===== config.mk =====
export PLATFORM = sky130hd
export DESIGN_NAME = ddr_cmd_seq
export DESIGN_NICKNAME = d
export VERILOG_FILES = /design/src/rtl/ddr_cmd_seq_pkg.sv /design/src/rtl/ddr_wait_ctr.sv /design/src/rtl/ddr_cmd_seq.sv
export SDC_FILE = /design/constraint.sdc
export NUM_CORES = 1
export LEC_CHECK = 0
export BUFFER_PORTS_ARGS = -buffer_cell sky130_fd_sc_hd__clkbuf_2
export CAP_MARGIN = 10
export CORE_MARGIN = 2
export CORE_UTILIZATION = 45
export DETAILED_ROUTE_END_ITERATION = 8
export PLACE_DENSITY = 0.75
export SLEW_MARGIN = 15
export SYNTH_ARGS = -nofsm -noshare
export SYNTH_HDL_FRONTEND = slang
export SYNTH_SLANG_ARGS = --single-unit

===== constraint.sdc =====
create_clock -name i_clk -period 6.1 [get_ports i_clk]
set_input_delay 0.61 -clock i_clk [delete_from_list [all_inputs] [get_ports i_clk]]
set_output_delay 0.61 -clock i_clk [all_outputs]
set_load 0.01 [all_outputs]

===== src/rtl/ddr_cmd_seq_pkg.sv =====
// Shared definitions for the DDR command sequencer: command and tracker
// verdict encodings, FSM states and default timing values.
package ddr_cmd_seq_pkg;

  // DDR command bus encodings
  typedef enum logic [2:0] {
    CMD_NOP    = 3'b000,
    CMD_PRE    = 3'b001,
    CMD_ACT    = 3'b010,
    CMD_RD     = 3'b011,
    CMD_WR     = 3'b100,
    CMD_PREALL = 3'b101,
    CMD_REF    = 3'b110
  } cmd_e;

  // Open-bank tracker verdicts (one-hot)
  localparam logic [2:0] OPS_HIT      = 3'b001;
  localparam logic [2:0] OPS_MISS     = 3'b010;
  localparam logic [2:0] OPS_CONFLICT = 3'b100;

  // Sequencer states
  typedef enum logic [3:0] {
    S_IDLE,
    S_CLASSIFY,
    S_PRE,
    S_WAIT_RP,
    S_ACT,
    S_WAIT_RCD,
    S_RW,
    S_REF_PREALL,
    S_REF_WAIT_RP,
    S_REF,
    S_REF_WAIT_RFC
  } state_e;

  // Default timing, in clock cycles
  localparam int unsigned DEF_TRP  = 3;
  localparam int unsigned DEF_TRCD = 3;
  localparam int unsigned DEF_TRFC = 51;

  // A10 set selects all banks for PRECHARGE-ALL
  localparam logic [13:0] PREALL_ADDR = 14'h0400;

  // Counter preload for a spacing of t cycles: the command cycle itself and
  // the cycle of the dependent command account for two of them.
  function automatic logic [7:0] waitLoad(input int unsigned t);
    if (t >= 2) begin
      return 8'(t - 2);
    end
    return 8'd0;
  endfunction

endpackage


===== src/rtl/ddr_wait_ctr.sv =====
// Loadable 8-bit down-counter with a zero flag, used to time the WAIT states.
module ddr_wait_ctr
  import ddr_cmd_seq_pkg::*;
(
  input  logic       i_clk,
  input  logic       i_rst,
  input  logic       i_load,
  input  logic [7:0] i_loadVal,
  input  logic       i_dec,
  output logic       o_zero
);

  logic [7:0] r_count;

  // Load has priority over decrement; the count holds at zero.
  always_ff @(posedge i_clk or posedge i_rst) begin
    if (i_rst) begin
      r_count <= 8'd0;
    end else if (i_load) begin
      r_count <= i_loadVal;
    end else if (i_dec && (r_count != 8'd0)) begin
      r_count <= r_count - 8'd1;
    end
  end

  assign o_zero = (r_count == 8'd0);

endmodule


===== src/rtl/ddr_cmd_seq.sv =====
// DDR command sequencer: turns accepted requests into PRE/ACT/RD/WR sequences
// according to the open-bank tracker verdict, and runs PREALL/REF refreshes.
module ddr_cmd_seq
  import ddr_cmd_seq_pkg::*;
#(
  parameter int unsigned TRP  = DEF_TRP,
  parameter int unsigned TRCD = DEF_TRCD,
  parameter int unsigned TRFC = DEF_TRFC
) (
  input  logic        i_clk,
  input  logic        i_rst,
  input  logic        i_reqValid,
  output logic        o_reqReady,
  input  logic        i_reqRank,
  input  logic [2:0]  i_reqBank,
  input  logic [13:0] i_reqRow,
  input  logic [9:0]  i_reqCol,
  input  logic        i_reqWrite,
  output logic        o_doOp,
  input  logic [2:0]  i_numOps,
  input  logic        i_refReq,
  input  logic        i_refRankIn,
  output logic        o_refAck,
  output logic        o_doReset,
  output logic        o_refRank,
  output logic [2:0]  o_cmd,
  output logic        o_cmdRank,
  output logic [2:0]  o_cmdBank,
  output logic [13:0] o_cmdAddr
);

  localparam logic [7:0] LD_TRP  = waitLoad(TRP);
  localparam logic [7:0] LD_TRCD = waitLoad(TRCD);
  localparam logic [7:0] LD_TRFC = waitLoad(TRFC);

  state_e      r_state;
  state_e      w_nextState;

  logic        r_rank;
  logic [2:0]  r_bank;
  logic [13:0] r_row;
  logic [9:0]  r_col;
  logic        r_write;
  logic        r_refRank;
  logic        r_refAck;

  cmd_e        r_cmd;
  logic        r_cmdRank;
  logic [2:0]  r_cmdBank;
  logic [13:0] r_cmdAddr;

  cmd_e        w_nextCmd;
  logic        w_nextRank;
  logic [2:0]  w_nextBank;
  logic [13:0] w_nextAddr;
  logic        w_nextRefAck;

  logic        w_reqReady;
  logic        w_doOp;
  logic        w_doReset;
  logic        w_load;
  logic [7:0]  w_loadVal;
  logic        w_dec;
  logic        w_zero;

  ddr_wait_ctr u_waitCtr (
    .i_clk     (i_clk),
    .i_rst     (i_rst),
    .i_load    (w_load),
    .i_loadVal (w_loadVal),
    .i_dec     (w_dec),
    .o_zero    (w_zero)
  );

  // Requests are only taken in IDLE when no refresh is pending. In the refAck
  // cycle refReq may still be high, so it is not allowed to restart a refresh.
  assign w_reqReady = (r_state == S_IDLE) && !i_refReq && !i_rst;
  assign w_doOp     = i_reqValid && w_reqReady;
  assign w_doReset  = (r_state == S_IDLE) && i_refReq && !r_refAck && !i_rst;

  assign o_reqReady = w_reqReady;
  assign o_doOp     = w_doOp;
  assign o_doReset  = w_doReset;
  assign o_refRank  = w_doReset ? i_refRankIn : r_refRank;
  assign o_refAck   = r_refAck;
  assign o_cmd      = r_cmd;
  assign o_cmdRank  = r_cmdRank;
  assign o_cmdBank  = r_cmdBank;
  assign o_cmdAddr  = r_cmdAddr;

  // State register
  always_ff @(posedge i_clk or posedge i_rst) begin
    if (i_rst) begin
      r_state <= S_IDLE;
    end else begin
      r_state <= w_nextState;
    end
  end

  // Next state, counter control, and the command for the state being entered
  always_comb begin
    w_nextState  = r_state;
    w_load       = 1'b0;
    w_loadVal    = 8'd0;
    w_dec        = 1'b0;
    w_nextRefAck = 1'b0;
    w_nextCmd    = CMD_NOP;
    w_nextRank   = 1'b0;
    w_nextBank   = 3'd0;
    w_nextAddr   = 14'd0;

    case (r_state)
      S_IDLE: begin
        if (w_doReset) begin
          w_nextState = S_REF_PREALL;
        end else if (w_doOp) begin
          w_nextState = S_CLASSIFY;
        end
      end
      S_CLASSIFY: begin
        case (i_numOps)
          OPS_HIT:  w_nextState = S_RW;
          OPS_MISS: w_nextState = S_ACT;
          default:  w_nextState = S_PRE;
        endcase
      end
      S_PRE: begin
        if (TRP == 1) begin
          w_nextState = S_ACT;
        end else begin
          w_load      = 1'b1;
          w_loadVal   = LD_TRP;
          w_nextState = S_WAIT_RP;
        end
      end
      S_WAIT_RP: begin
        w_dec = 1'b1;
        if (w_zero) begin
          w_nextState = S_ACT;
        end
      end
      S_ACT: begin
        if (TRCD == 1) begin
          w_nextState = S_RW;
        end else begin
          w_load      = 1'b1;
          w_loadVal   = LD_TRCD;
          w_nextState = S_WAIT_RCD;
        end
      end
      S_WAIT_RCD: begin
        w_dec = 1'b1;
        if (w_zero) begin
          w_nextState = S_RW;
        end
      end
      S_RW: begin
        w_nextState = S_IDLE;
      end
      S_REF_PREALL: begin
        if (TRP == 1) begin
          w_nextState = S_REF;
        end else begin
          w_load      = 1'b1;
          w_loadVal   = LD_TRP;
          w_nextState = S_REF_WAIT_RP;
        end
      end
      S_REF_WAIT_RP: begin
        w_dec = 1'b1;
        if (w_zero) begin
          w_nextState = S_REF;
        end
      end
      S_REF: begin
        if (TRFC == 1) begin
          w_nextState  = S_IDLE;
          w_nextRefAck = 1'b1;
        end else begin
          w_load      = 1'b1;
          w_loadVal   = LD_TRFC;
          w_nextState = S_REF_WAIT_RFC;
        end
      end
      S_REF_WAIT_RFC: begin
        w_dec = 1'b1;
        if (w_zero) begin
          w_nextState  = S_IDLE;
          w_nextRefAck = 1'b1;
        end
      end
      default: begin
        w_nextState = S_IDLE;
      end
    endcase

    // Command states never loop on themselves, so each command lasts one cycle
    case (w_nextState)
      S_PRE: begin
        w_nextCmd  = CMD_PRE;
        w_nextRank = r_rank;
        w_nextBank = r_bank;
      end
      S_ACT: begin
        w_nextCmd  = CMD_ACT;
        w_nextRank = r_rank;
        w_nextBank = r_bank;
        w_nextAddr = r_row;
      end
      S_RW: begin
        w_nextCmd  = r_write ? CMD_WR : CMD_RD;
        w_nextRank = r_rank;
        w_nextBank = r_bank;
        w_nextAddr = {4'b0000, r_col};
      end
      S_REF_PREALL: begin
        w_nextCmd  = CMD_PREALL;
        w_nextRank = i_refRankIn;
        w_nextAddr = PREALL_ADDR;
      end
      S_REF: begin
        w_nextCmd  = CMD_REF;
        w_nextRank = r_refRank;
      end
      default: begin
        w_nextCmd = CMD_NOP;
      end
    endcase
  end

  // Registered command bus and refresh acknowledge
  always_ff @(posedge i_clk or posedge i_rst) begin
    if (i_rst) begin
      r_cmd     <= CMD_NOP;
      r_cmdRank <= 1'b0;
      r_cmdBank <= 3'd0;
      r_cmdAddr <= 14'd0;
      r_refAck  <= 1'b0;
    end else begin
      r_cmd     <= w_nextCmd;
      r_cmdRank <= w_nextRank;
      r_cmdBank <= w_nextBank;
      r_cmdAddr <= w_nextAddr;
      r_refAck  <= w_nextRefAck;
    end
  end

  // Capture request fields on accept and the refresh rank on refresh start
  always_ff @(posedge i_clk or posedge i_rst) begin
    if (i_rst) begin
      r_rank    <= 1'b0;
      r_bank    <= 3'd0;
      r_row     <= 14'd0;
      r_col     <= 10'd0;
      r_write   <= 1'b0;
      r_refRank <= 1'b0;
    end else begin
      if (w_doOp) begin
        r_rank  <= i_reqRank;
        r_bank  <= i_reqBank;
        r_row   <= i_reqRow;
        r_col   <= i_reqCol;
        r_write <= i_reqWrite;
      end
      if (w_doReset) begin
        r_refRank <= i_refRankIn;
      end
    end
  end

endmodule


==> results of run 1 <==
[power by group through the flow]
stage / Combinational, mW / Sequential, mW / Clock (mW)
2_1_floorplan: 0.556 / 0.690 / 0
3_3_place_gp: 0.662 / 0.698 / 0
3_5_place_dp: 0.680 / 0.705 / 0
4_1_cts: 0.683 / 0.698 / 0.412
5_1_grt: 0.750 / 0.721 / 0.435
6_report: 0.676 / 0.698 / 0.403
[layout make-up]
cell class | instances | area (sq um)
Fill cell | 507 | 2575
Sequential cell | 64 | 1602
Multi-Input combinational cell | 147 | 1089
Timing Repair Buffer | 64 | 325.3
Clock buffer | 11 | 141.4
Tap cell | 75 | 93.84
Clock inverter | 5 | 80.08
Inverter | 13 | 50.05
[kinds of logic after synthesis]
logic type	after synthesis
fa+ha+maj	2
mux	39
buf+inv	20
compound gates	23
xor+xnor	6
flops	64
simple gates	77
[path summary, 6_finish.rpt]
path | startpoint | endpoint | cells past startpoint
min in group asynchronous | i_rst | r_rank | 3
min reg2reg | r_row[11] | o_cmdAddr[11] | 1
max | r_state[0] | o_doOp | 5
min | r_row[11] | o_cmdAddr[11] | 1
max reg2reg | u_waitCtr.r_count[0] | o_cmdRank | 8
max in group asynchronous | i_rst | u_waitCtr.r_count[4] | 3
[sequential cells by signal (all words and copies together), names as in the netlist, 3 cells and up]
name,count
r_col,10
o_cmdBank,3
u_waitCtr.r_count,8
o_cmd,3
r_row,14
o_cmdAddr,14
r_state,4
r_bank,3
[layer usage]
layer,GRT usage,part of all wire
met3,0.06859,0.070
met4,0.05812,0.018
met1,0.2068,0.45
met2,0.2544,0.46
met5,0,0
[through the flow]
step | area [sq um] | instances | hold slack [ns]
final | 3381 | 379 | 0.4708
after global routing | 3381 | 379 | 0.4820
after CTS | 3381 | 379 | 0.4742
after detailed placement | 3159 | 363 | 0.4614
after global placement | 3159 | 363 | 0.4594
after floorplan | 2799 | 231 | 0.4455
[synth_stat cells (2+ instances only)]
cell type                  number  share of area
sky130_fd_sc_hd__dfrtp_1       64           0.57
sky130_fd_sc_hd__nor2_1        27          0.036
sky130_fd_sc_hd__mux2_2        25           0.10
sky130_fd_sc_hd__inv_1         12          0.016
sky130_fd_sc_hd__mux2i_1       12          0.043
sky130_fd_sc_hd__nand2_1       11          0.015
sky130_fd_sc_hd__nor2b_1        7          0.016
sky130_fd_sc_hd__nand2b_1       6          0.013
sky130_fd_sc_hd__o21ai_0        6          0.011
sky130_fd_sc_hd__a21oi_1        5         0.0089
sky130_fd_sc_hd__and2_1         5          0.011
sky130_fd_sc_hd__xnor2_1        5          0.016
sky130_fd_sc_hd__nor3_1         4         0.0072
sky130_fd_sc_hd__buf_2          3         0.0054
sky130_fd_sc_hd__nand3_1        3         0.0054
sky130_fd_sc_hd__and3_1         2         0.0045
sky130_fd_sc_hd__buf_6          2         0.0080
sky130_fd_sc_hd__mux2_1         2         0.0080
sky130_fd_sc_hd__nand3b_1       2         0.0054
sky130_fd_sc_hd__nor3b_1        2         0.0054
sky130_fd_sc_hd__o21bai_1       2         0.0054
[critical path, delay by kind of cell, from the launching register on]
family	cells	cell delay, ns
buffers and inverters	2	0.57
flip-flops	1	0.47
AND/OR/NAND/NOR	3	0.87
==> run_summary.xml, run 1 <==
<?xml version="1.0" encoding="UTF-8"?>
<metrics>
  <group name="run_status">
    <metric name="status" unit="">completed</metric>
  </group>
  <group name="cells_and_area">
    <metric name="post_route_cells_drive_above_1_share" unit="">0.3849</metric>
    <metric name="area_delta_synth_final" unit="%">20.79</metric>
    <metric name="ant_diodes" unit="">0</metric>
    <metric name="layout_commonest_cell" unit="">sky130_fd_sc_hd__dfrtp_1</metric>
    <metric name="final_nets" unit="">337</metric>
    <metric name="layout.cells.most_common_list" unit="">sky130_fd_sc_hd__dfrtp_1 (64), sky130_fd_sc_hd__clkbuf_2 (62), sky130_fd_sc_hd__nor2_1 (26)</metric>
    <metric name="final_standard_cell_utilization_of_the_core" unit="">0.5676</metric>
  </group>
  <group name="min_path">
    <metric name="min_path_type" unit="">reg -&gt; reg</metric>
  </group>
  <group name="synth">
    <metric name="synth_ff_type" unit="">sky130_fd_sc_hd__dfrtp_1</metric>
    <metric name="synth_enable_flop_cells" unit="">0</metric>
    <metric name="synth-xor-area-share" unit="">0.01878</metric>
    <metric name="ys_seq_area_frac" unit="">0.5722</metric>
    <metric name="synthArstFlopShare" unit="">1.000</metric>
    <metric name="synth_adder_area_share" unit="">0.008046</metric>
    <metric name="post_synth_inst_count" unit="">231</metric>
    <metric name="synth_nets" unit="">269</metric>
    <metric name="yosys-mux-area-fraction" unit="">0.1515</metric>
    <metric name="yosys.area_share.simple" unit="">0.1453</metric>
    <metric name="combinational_family_with_the_most_area_after_synthesis" unit="">multiplexers</metric>
    <metric name="synth_cell_types" unit="">45</metric>
    <metric name="ys_seq_elements" unit="">64</metric>
    <metric name="syn-cell-area" unit="sq um">2799</metric>
    <metric name="yosysWarnings" unit="">0</metric>
    <metric name="syn_avg_cell_area" unit="sq um">12.12</metric>
    <metric name="synth_compound_area_frac" unit="">0.06437</metric>
  </group>
  <group name="placed_design">
    <metric name="hpwl" unit="mm">3.638</metric>
    <metric name="gp_congestion" unit="">0.8603</metric>
    <metric name="io_buffers" unit="">62</metric>
    <metric name="dpl_worst_slack" unit="ns">3.546</metric>
  </group>
  <group name="global_routing">
    <metric name="largest_net_degree_at_the_start_of_global_routing" unit="">65</metric>
    <metric name="grt-ovfl-total" unit="">0</metric>
    <metric name="initial_antenna_violation_count" unit="">0</metric>
    <metric name="first_pass_grt_wire_length" unit="mm">8.990</metric>
    <metric name="groute.usage.overall" unit="">0.1640</metric>
    <metric name="grt_pass1_vias" unit="">1948</metric>
  </group>
  <group name="route">
    <metric name="vias_per_cell" unit="">5.119</metric>
    <metric name="post_route_drc_violation_count" unit="">0</metric>
    <metric name="post_detailed_route_wirelength_per_cell" unit="um">13.74</metric>
    <metric name="antenna_left" unit="">0</metric>
    <metric name="firstDrtPassIters" unit="">4</metric>
    <metric name="routed-via-count" unit="">1940</metric>
    <metric name="drt_iter0_drc" unit="">102</metric>
    <metric name="route.final.wire_length" unit="mm">5.209</metric>
  </group>
  <group name="pwr">
    <metric name="power.clock.fraction" unit="">0.227</metric>
    <metric name="power.static_leakage" unit="nW">1.702</metric>
    <metric name="p_int" unit="mW">1.152</metric>
    <metric name="p_sw" unit="mW">0.6246</metric>
    <metric name="share_comb_of_total_power" unit="">0.380</metric>
    <metric name="power.density_cell_area" unit="nW/um^2">525.6</metric>
    <metric name="finalPower" unit="mW">1.777</metric>
    <metric name="pwr-share-seq" unit="">0.393</metric>
    <metric name="swShare" unit="">0.3515</metric>
    <metric name="power.ir.vdd_worst" unit="V">0.0002885</metric>
  </group>
  <group name="timing">
    <metric name="worst_pin_slew" unit="ns">0.7786</metric>
    <metric name="max-slew-margin-rel" unit="">0.4809</metric>
    <metric name="hold_viol" unit="">0</metric>
    <metric name="pins_over_slew_limit" unit="">0</metric>
    <metric name="setup_slack" unit="ns">3.243</metric>
    <metric name="grt_setup_unrepaired" unit="">false</metric>
    <metric name="final.period_utilization" unit="">0.4683</metric>
    <metric name="setup_viol" unit="">0</metric>
    <metric name="timing.clock.skew" unit="ns">0.008631</metric>
    <metric name="final_period_minus_worst_setup_slack" unit="ns">2.857</metric>
    <metric name="tns" unit="ns">0</metric>
    <metric name="fmax" unit="MHz">350.0</metric>
  </group>
  <group name="floorplanning">
    <metric name="start_util" unit="">0.4700</metric>
    <metric name="floorplan.die.height" unit="um">82.87</metric>
    <metric name="die_width" unit="um">82.87</metric>
    <metric name="total_number_of_placement_rows" unit="">28</metric>
    <metric name="floorplan.io_pins" unit="">63</metric>
    <metric name="floorplan.die_area" unit="sq um">6867</metric>
    <metric name="coreArea" unit="sq um">5956</metric>
  </group>
  <group name="clock_network">
    <metric name="cts_made_buffers" unit="">9</metric>
    <metric name="cts.sinks" unit="">64</metric>
    <metric name="htree_num_levels" unit="">3</metric>
    <metric name="clk_latency" unit="ns">0.34</metric>
    <metric name="clk_transition_reported_paths" unit="ns">0.08</metric>
    <metric name="cts_max_path_buffers" unit="">2</metric>
    <metric name="cts_hold_repair.buffers" unit="">0</metric>
    <metric name="cts_resized" unit="">0</metric>
    <metric name="post_cts.repair.setup_buffers" unit="">0</metric>
    <metric name="ctsRootBufferMaster" unit="">sky130_fd_sc_hd__clkbuf_8</metric>
    <metric name="tritoncts" unit="">yes</metric>
  </group>
  <group name="job">
    <metric name="drv.max_cap_violation_count" unit="">0</metric>
  </group>
  <group name="critical_path">
    <metric name="worstSetupPathType" unit="">reg -&gt; out</metric>
    <metric name="cpPeakStageDelay" unit="ns">0.57</metric>
    <metric name="timing.critical_path.slowest_stage_cell" unit="">sky130_fd_sc_hd__or4_4</metric>
    <metric name="regToRegSetupSlack" unit="ns">3.54</metric>
    <metric name="critical_path_required" unit="ns">5.49</metric>
    <metric name="crit_path_start_kind" unit="">register</metric>
    <metric name="timing.critical_path.to_type" unit="">output port</metric>
    <metric name="cell_by_cell_trace_of_the_critical_path" unit="">or4_4, nand2b_1, nor2_2, buf_4, clkbuf_2</metric>
    <metric name="cp_data_arrival_time" unit="ns">2.25</metric>
    <metric name="crit_fanout" unit="">32</metric>
  </group>
</metrics>
Power figures use the tool's default switching activity.
==> inputs of run 2 (changes only) <==
PLACE_DENSITY = 0.78   (was 0.75)
clock period = 2.38 ns   (was 6.1 ns; I/O delays follow)
==> run 2 against run 1 <==
Against the previous run: sequential power grew to 2.6 times the previous value; via count rose by 3.5%; clock power increased by 130%; worst setup slack worse by 3.2 ns; die area is the same; critical path type unchanged; critical endpoint is now o_refRank; largest power group is now combinational logic.
==> run_summary.xml, run 2 (same netlist as run 1, synthesis figures left out) <==
<?xml version="1.0" encoding="UTF-8"?>
<metrics>
  <group name="run_status">
    <metric name="status" unit="">completed</metric>
  </group>
  <group name="global_routing">
    <metric name="first_pass_grt_wire_length" unit="mm">9.853</metric>
    <metric name="grt_pass1_vias" unit="">2133</metric>
    <metric name="groute.usage.overall" unit="">0.1796</metric>
    <metric name="initial_antenna_violation_count" unit="">0</metric>
    <metric name="largest_net_degree_at_the_start_of_global_routing" unit="">65</metric>
    <metric name="grt-ovfl-total" unit="">0</metric>
  </group>
  <group name="cells_and_area">
    <metric name="final_standard_cell_utilization_of_the_core" unit="">0.5807</metric>
    <metric name="ant_diodes" unit="">0</metric>
    <metric name="layout.cells.most_common_list" unit="">sky130_fd_sc_hd__clkbuf_2 (62), sky130_fd_sc_hd__dfrtp_1 (62), sky130_fd_sc_hd__nor2_1 (26)</metric>
    <metric name="area_delta_synth_final" unit="%">23.56</metric>
    <metric name="post_route_cells_drive_above_1_share" unit="">0.4135</metric>
    <metric name="layout.cells.non_filler" unit="">387</metric>
    <metric name="final_nets" unit="">345</metric>
  </group>
  <group name="min_path">
    <metric name="min_path_cells" unit="">3</metric>
    <metric name="min_path_type" unit="">in -&gt; reg</metric>
  </group>
  <group name="timing">
    <metric name="pins_over_slew_limit" unit="">0</metric>
    <metric name="timing.clock.skew" unit="ns">0.007298</metric>
    <metric name="setup_viol" unit="">0</metric>
    <metric name="final.period_utilization" unit="">0.9619</metric>
    <metric name="max-slew-margin-rel" unit="">0.4706</metric>
    <metric name="worst_pin_slew" unit="ns">0.7941</metric>
    <metric name="fmax" unit="MHz">436.8</metric>
    <metric name="holdWs" unit="ns">0.1120</metric>
    <metric name="hold_viol" unit="">0</metric>
    <metric name="final_period_minus_worst_setup_slack" unit="ns">2.289</metric>
  </group>
  <group name="clock_network">
    <metric name="cts_made_buffers" unit="">9</metric>
    <metric name="cts_hold_repair.buffers" unit="">0</metric>
    <metric name="clk_transition_reported_paths" unit="ns">0.07</metric>
    <metric name="tritoncts" unit="">yes</metric>
    <metric name="htree_num_levels" unit="">3</metric>
    <metric name="cts.sinks" unit="">64</metric>
    <metric name="ctsRootBufferMaster" unit="">sky130_fd_sc_hd__clkbuf_8</metric>
    <metric name="clk_latency" unit="ns">0.34</metric>
    <metric name="cts_max_path_buffers" unit="">2</metric>
  </group>
  <group name="placed_design">
    <metric name="io_buffers" unit="">62</metric>
    <metric name="gp_congestion" unit="">0.8065</metric>
    <metric name="hpwl" unit="mm">3.838</metric>
    <metric name="placedCellCount" unit="">369</metric>
  </group>
  <group name="pwr">
    <metric name="power.static_leakage" unit="nW">1.737</metric>
    <metric name="power.density_cell_area" unit="nW/um^2">1351</metric>
    <metric name="finalPower" unit="mW">4.671</metric>
    <metric name="power.ir.vdd_worst" unit="V">0.0008169</metric>
  </group>
  <group name="critical_path">
    <metric name="cpPeakStageDelay" unit="ns">0.54</metric>
    <metric name="reg2regPathDepth" unit="">8</metric>
    <metric name="crit_path_start_kind" unit="">register</metric>
    <metric name="critical_path_required" unit="ns">2.14</metric>
    <metric name="timing.critical_path.slowest_stage_cell" unit="">sky130_fd_sc_hd__or4_4</metric>
    <metric name="worstSetupPathType" unit="">reg -&gt; out</metric>
    <metric name="cp_data_arrival_time" unit="ns">2.05</metric>
    <metric name="timing.critical_path.to_type" unit="">output port</metric>
    <metric name="crit_fanout" unit="">4</metric>
    <metric name="regToRegSetupSlack" unit="ns">0.12</metric>
    <metric name="cell_by_cell_trace_of_the_critical_path" unit="">or4_4, or3_4, inv_2, nand2_1, nand2_2, clkbuf_2</metric>
  </group>
  <group name="floorplanning">
    <metric name="start_util" unit="">0.4700</metric>
    <metric name="floorplan.die_area" unit="sq um">6867</metric>
    <metric name="die_width" unit="um">82.87</metric>
    <metric name="coreArea" unit="sq um">5956</metric>
    <metric name="floorplan.die.height" unit="um">82.87</metric>
    <metric name="floorplan.io_pins" unit="">63</metric>
    <metric name="total_number_of_placement_rows" unit="">28</metric>
  </group>
  <group name="route">
    <metric name="drt_iter0_drc" unit="">123</metric>
    <metric name="firstDrtPassIters" unit="">4</metric>
    <metric name="post_route_drc_violation_count" unit="">0</metric>
    <metric name="vias_per_cell" unit="">5.186</metric>
    <metric name="routed-via-count" unit="">2007</metric>
    <metric name="post_detailed_route_wirelength_per_cell" unit="um">14.64</metric>
    <metric name="route.final.wire_length" unit="mm">5.665</metric>
    <metric name="antenna_left" unit="">0</metric>
  </group>
  <group name="job">
    <metric name="drv.max_cap_violation_count" unit="">0</metric>
  </group>
</metrics>
[run 2: metrics by stage]
stage / TNS, ns / instance area (sq um) / worst slack, ns
after floorplan: 0 / 2803 / 0.2125
after global routing: -0.01490 / 3458 / -0.01490
final: 0 / 3458 / 0.09073
after CTS: 0 / 3430 / 0.01394
after global placement: 0 / 3221 / 0.1985
after detailed placement: 0 / 3221 / 0.1133
[run 2: final timing paths]
kind                             from             to
setup / recovery           r_state[0]      o_refRank
hold / removal              i_reqRank         r_rank
setup reg to reg           r_state[0]  o_cmdAddr[13]
hold reg to reg             r_row[12]  o_cmdAddr[12]
max in group asynchronous       i_rst     r_state[3]
min in group asynchronous       i_rst       o_refAck
[run 2: critical path, delay by kind of cell (launching register included)]
kind	cells	cell delay, ns
and+or+nand+nor	4	1.09
DFF	1	0.38
buffers and inverters	2	0.23
[run 2: area by class of cell]
type,count,area [sq um]
Timing Repair Buffer,72,401.6
Fill cell,511,2497
Tap cell,75,93.84
Multi-Input combinational cell,147,1106
Clock buffer,13,158.9
Clock inverter,3,40.04
Sequential cell,64,1604
Inverter,13,53.80
[run 2: timing repair]
| action | in CTS | in global routing |
|---|---|---|
| endpoints found under the setup margin | 1 | 13 |
| resized for setup | 3 | 4 |
| buffers inserted | 1 | 1 |
| pin swaps | 0 | 1 |
[run 2: where the power goes]
part,switching [mW],internal [mW]
sequential,0.248,1.53
clock,0.389,0.538
combinational,1.03,0.941
[run 2: per-layer routing]
layer	GRT usage	up-vias	wire length [um]
li1	-	940	-
met3	0.07853	13	459
met1	0.2170	989	2388
met4	0.07154	0	115
met5	0	-	0
met2	0.2830	65	2702
==> inputs of run 3 (changes only) <==
CAP_MARGIN = 20   (was 10)
CORE_UTILIZATION = 35   (was 45)
PLACE_DENSITY = 0.65   (was 0.78)
SLEW_MARGIN = unset   (was 15)
==> run 3 against run 2 <==
Against the previous run: design area barely moved; via count fell by 3.9%; fmax rose by 0.69%; critical path type unchanged; critical endpoint unchanged; largest power group unchanged.
==> run_summary.xml, run 3 (same netlist as run 1, synthesis figures left out) <==
<?xml version="1.0" encoding="UTF-8"?>
<metrics>
  <group name="global_routing">
    <metric name="grt_pass1_vias" unit="">1908</metric>
    <metric name="groute.usage.overall" unit="">0.1381</metric>
    <metric name="grt-ovfl-total" unit="">0</metric>
    <metric name="first_pass_grt_wire_length" unit="mm">9.239</metric>
    <metric name="initial_antenna_violation_count" unit="">0</metric>
    <metric name="largest_net_degree_at_the_start_of_global_routing" unit="">65</metric>
  </group>
  <group name="clock_network">
    <metric name="cts_max_path_buffers" unit="">2</metric>
    <metric name="clk_transition_reported_paths" unit="ns">0.06</metric>
    <metric name="tritoncts" unit="">yes</metric>
    <metric name="htree_num_levels" unit="">3</metric>
    <metric name="ctsRootBufferMaster" unit="">sky130_fd_sc_hd__clkbuf_8</metric>
    <metric name="cts_hold_repair.buffers" unit="">0</metric>
    <metric name="cts_made_buffers" unit="">9</metric>
    <metric name="clk_latency" unit="ns">0.32</metric>
    <metric name="cts.sinks" unit="">64</metric>
  </group>
  <group name="timing">
    <metric name="timing.clock.skew" unit="ns">0.004441</metric>
    <metric name="setup_viol" unit="">0</metric>
    <metric name="fmax" unit="MHz">439.8</metric>
    <metric name="final.period_utilization" unit="">0.9553</metric>
    <metric name="max-slew-margin-rel" unit="">0.4717</metric>
    <metric name="final_period_minus_worst_setup_slack" unit="ns">2.274</metric>
    <metric name="holdWs" unit="ns">0.1207</metric>
    <metric name="setup_slack" unit="ns">0.1064</metric>
    <metric name="tns" unit="ns">0</metric>
    <metric name="hold_viol" unit="">0</metric>
    <metric name="worst_pin_slew" unit="ns">0.7925</metric>
    <metric name="pins_over_slew_limit" unit="">0</metric>
  </group>
  <group name="placed_design">
    <metric name="hpwl" unit="mm">3.940</metric>
    <metric name="io_buffers" unit="">62</metric>
    <metric name="dpl_worst_slack" unit="ns">0.1237</metric>
    <metric name="gp_congestion" unit="">0.8215</metric>
  </group>
  <group name="pwr">
    <metric name="power.static_leakage" unit="nW">1.718</metric>
    <metric name="p_int" unit="mW">2.853</metric>
    <metric name="power.density_cell_area" unit="nW/um^2">1291</metric>
    <metric name="power.clock.fraction" unit="">0.167</metric>
    <metric name="finalPower" unit="mW">4.461</metric>
    <metric name="swShare" unit="">0.3605</metric>
    <metric name="share_comb_of_total_power" unit="">0.442</metric>
    <metric name="power.ir.vdd_worst" unit="V">0.0006002</metric>
    <metric name="pwr-share-seq" unit="">0.391</metric>
    <metric name="p_sw" unit="mW">1.608</metric>
  </group>
  <group name="route">
    <metric name="drt_iter0_drc" unit="">82</metric>
    <metric name="route.final.wire_length" unit="mm">5.442</metric>
    <metric name="post_detailed_route_wirelength_per_cell" unit="um">13.14</metric>
    <metric name="routed-via-count" unit="">1929</metric>
    <metric name="post_route_drc_violation_count" unit="">0</metric>
    <metric name="vias_per_cell" unit="">4.659</metric>
    <metric name="antenna_left" unit="">0</metric>
    <metric name="firstDrtPassIters" unit="">4</metric>
  </group>
  <group name="critical_path">
    <metric name="cell_by_cell_trace_of_the_critical_path" unit="">or4_4, or3_4, inv_4, nand2_1, nand2_1, buf_6</metric>
    <metric name="timing.critical_path.slowest_stage_cell" unit="">sky130_fd_sc_hd__or4_4</metric>
    <metric name="path_depth" unit="">6</metric>
    <metric name="crit_path_end" unit="">o_refRank</metric>
    <metric name="crit_path_start_kind" unit="">register</metric>
    <metric name="critical_path.top_delay_family" unit="">simple AND/OR/NAND/NOR gates</metric>
    <metric name="regToRegStartpoint" unit="">u_waitCtr.r_count[0]</metric>
    <metric name="crit_path_start" unit="">r_state[0]</metric>
    <metric name="reg2regPathDepth" unit="">9</metric>
    <metric name="timing.critical_path.to_type" unit="">output port</metric>
    <metric name="regToRegSetupSlack" unit="ns">0.15</metric>
    <metric name="crit_path_frequent_cell" unit="">sky130_fd_sc_hd__nand2_1</metric>
    <metric name="cpPeakStageDelay" unit="ns">0.54</metric>
    <metric name="reg2reg_capture_point" unit="">o_cmdAddr[1]</metric>
    <metric name="cp_data_arrival_time" unit="ns">2.04</metric>
    <metric name="timing.critical_path.buf_inv" unit="">2</metric>
    <metric name="worstSetupPathType" unit="">reg -&gt; out</metric>
    <metric name="crit_fanout" unit="">4</metric>
    <metric name="critical_path_required" unit="ns">2.14</metric>
  </group>
  <group name="cells_and_area">
    <metric name="post_route_cells_drive_above_1_share" unit="">0.4071</metric>
    <metric name="ant_diodes" unit="">0</metric>
    <metric name="layout.cells.most_common_list" unit="">sky130_fd_sc_hd__dfrtp_1 (63), sky130_fd_sc_hd__clkbuf_2 (61), sky130_fd_sc_hd__nor2_1 (26)</metric>
    <metric name="area_occupied_by_multi_input_gates" unit="sq um">1100</metric>
    <metric name="ff_latch_area" unit="sq um">1603</metric>
    <metric name="final_nets" unit="">346</metric>
    <metric name="area_delta_synth_final" unit="%">23.47</metric>
    <metric name="layout_commonest_cell" unit="">sky130_fd_sc_hd__dfrtp_1</metric>
    <metric name="final_standard_cell_utilization_of_the_core" unit="">0.4472</metric>
    <metric name="nFillCells" unit="">719</metric>
  </group>
  <group name="run_status">
    <metric name="status" unit="">completed</metric>
  </group>
  <group name="floorplanning">
    <metric name="floorplan.die.height" unit="um">93.43</metric>
    <metric name="total_number_of_placement_rows" unit="">32</metric>
    <metric name="die_width" unit="um">93.43</metric>
    <metric name="floorplan.io_pins" unit="">63</metric>
    <metric name="floorplan.die_area" unit="sq um">8728</metric>
    <metric name="coreArea" unit="sq um">7727</metric>
    <metric name="start_util" unit="">0.3622</metric>
  </group>
  <group name="job">
    <metric name="drv.max_cap_violation_count" unit="">0</metric>
  </group>
  <group name="min_path">
    <metric name="min_path_type" unit="">in -&gt; reg</metric>
  </group>
</metrics>
## run 3: changes by cell type in the layout (fill, tap and decap cells not counted), sizes merged
cell | previous run | this run
clkinv | 3 | 4
buf | 10 | 12
clkinvlp | 1 | 2
bufinv | 1 | 0
clkbuf | 75 | 72
## run 3: final cells by class
class	count	area share
well taps	102	0.03693
flip-flops and latches	64	0.4638
inverters	13	0.01629
repair buffers	73	0.1202
clock buffers	11	0.03802
multi-input cells	147	0.3182
clock inverters	4	0.006517
## run 3: how the worst min path moves through the flow
stage / start / end / slack [ns] / cells after the start
finish: i_reqRank / r_rank / 0.12 / 3
global route: i_reqRow[12] / r_row[12] / 0.12 / 2
CTS: i_reqRow[10] / r_row[10] / 0.11 / 3
detailed placement: i_reqRow[10] / r_row[10] / 0.45 / 3
global placement: i_reqRow[10] / r_row[10] / 0.45 / 3
floorplan: i_reqRank / r_rank / 0.35 / 2
## run 3: what timing repair did
action	4_1_cts	5_1_grt
pin swaps	0	1
endpoints found under the hold margin	0	0
buffers inserted	1	0
resized for setup	2	5
endpoints found under the setup margin	1	9
## run 3: tightest hold or removal path, stage by stage
cell	delay, ns
sky130_fd_sc_hd__clkbuf_2	0.08
sky130_fd_sc_hd__nand2_1	0.03
sky130_fd_sc_hd__o21ai_0	0.06
## run 3: metal layers
metal | GRT usage | vias to the layer above | wire length (um)
met1 | 0.1815 | 941 | 2461
met2 | 0.2074 | 43 | 2566
met3 | 0.05802 | 6 | 356
li1 | - | 939 | -
met5 | 0 | - | 0
met4 | 0.04289 | 0 | 57
## run 3: power by group through the flow
stage | Combinational (mW) | Clock (mW) | Sequential [mW]
6_report | 1.97 | 0.745 | 1.75
5_1_grt | 2.21 | 0.830 | 1.80
4_1_cts | 1.94 | 0.774 | 1.75
3_5_place_dp | 1.92 | 0 | 1.77
3_3_place_gp | 1.88 | 0 | 1.76
2_1_floorplan | 1.42 | 0 | 1.77
## run 3: per-stage QoR
| stage | cell area [sq um] | std cells |
|---|---|---|
| 5_1_grt | 3456 | 414 |
| 6_report | 3456 | 414 |
| 3_5_place_dp | 3274 | 398 |
| 2_1_floorplan | 2803 | 231 |
| 4_1_cts | 3437 | 414 |
| 3_3_place_gp | 3274 | 398 |
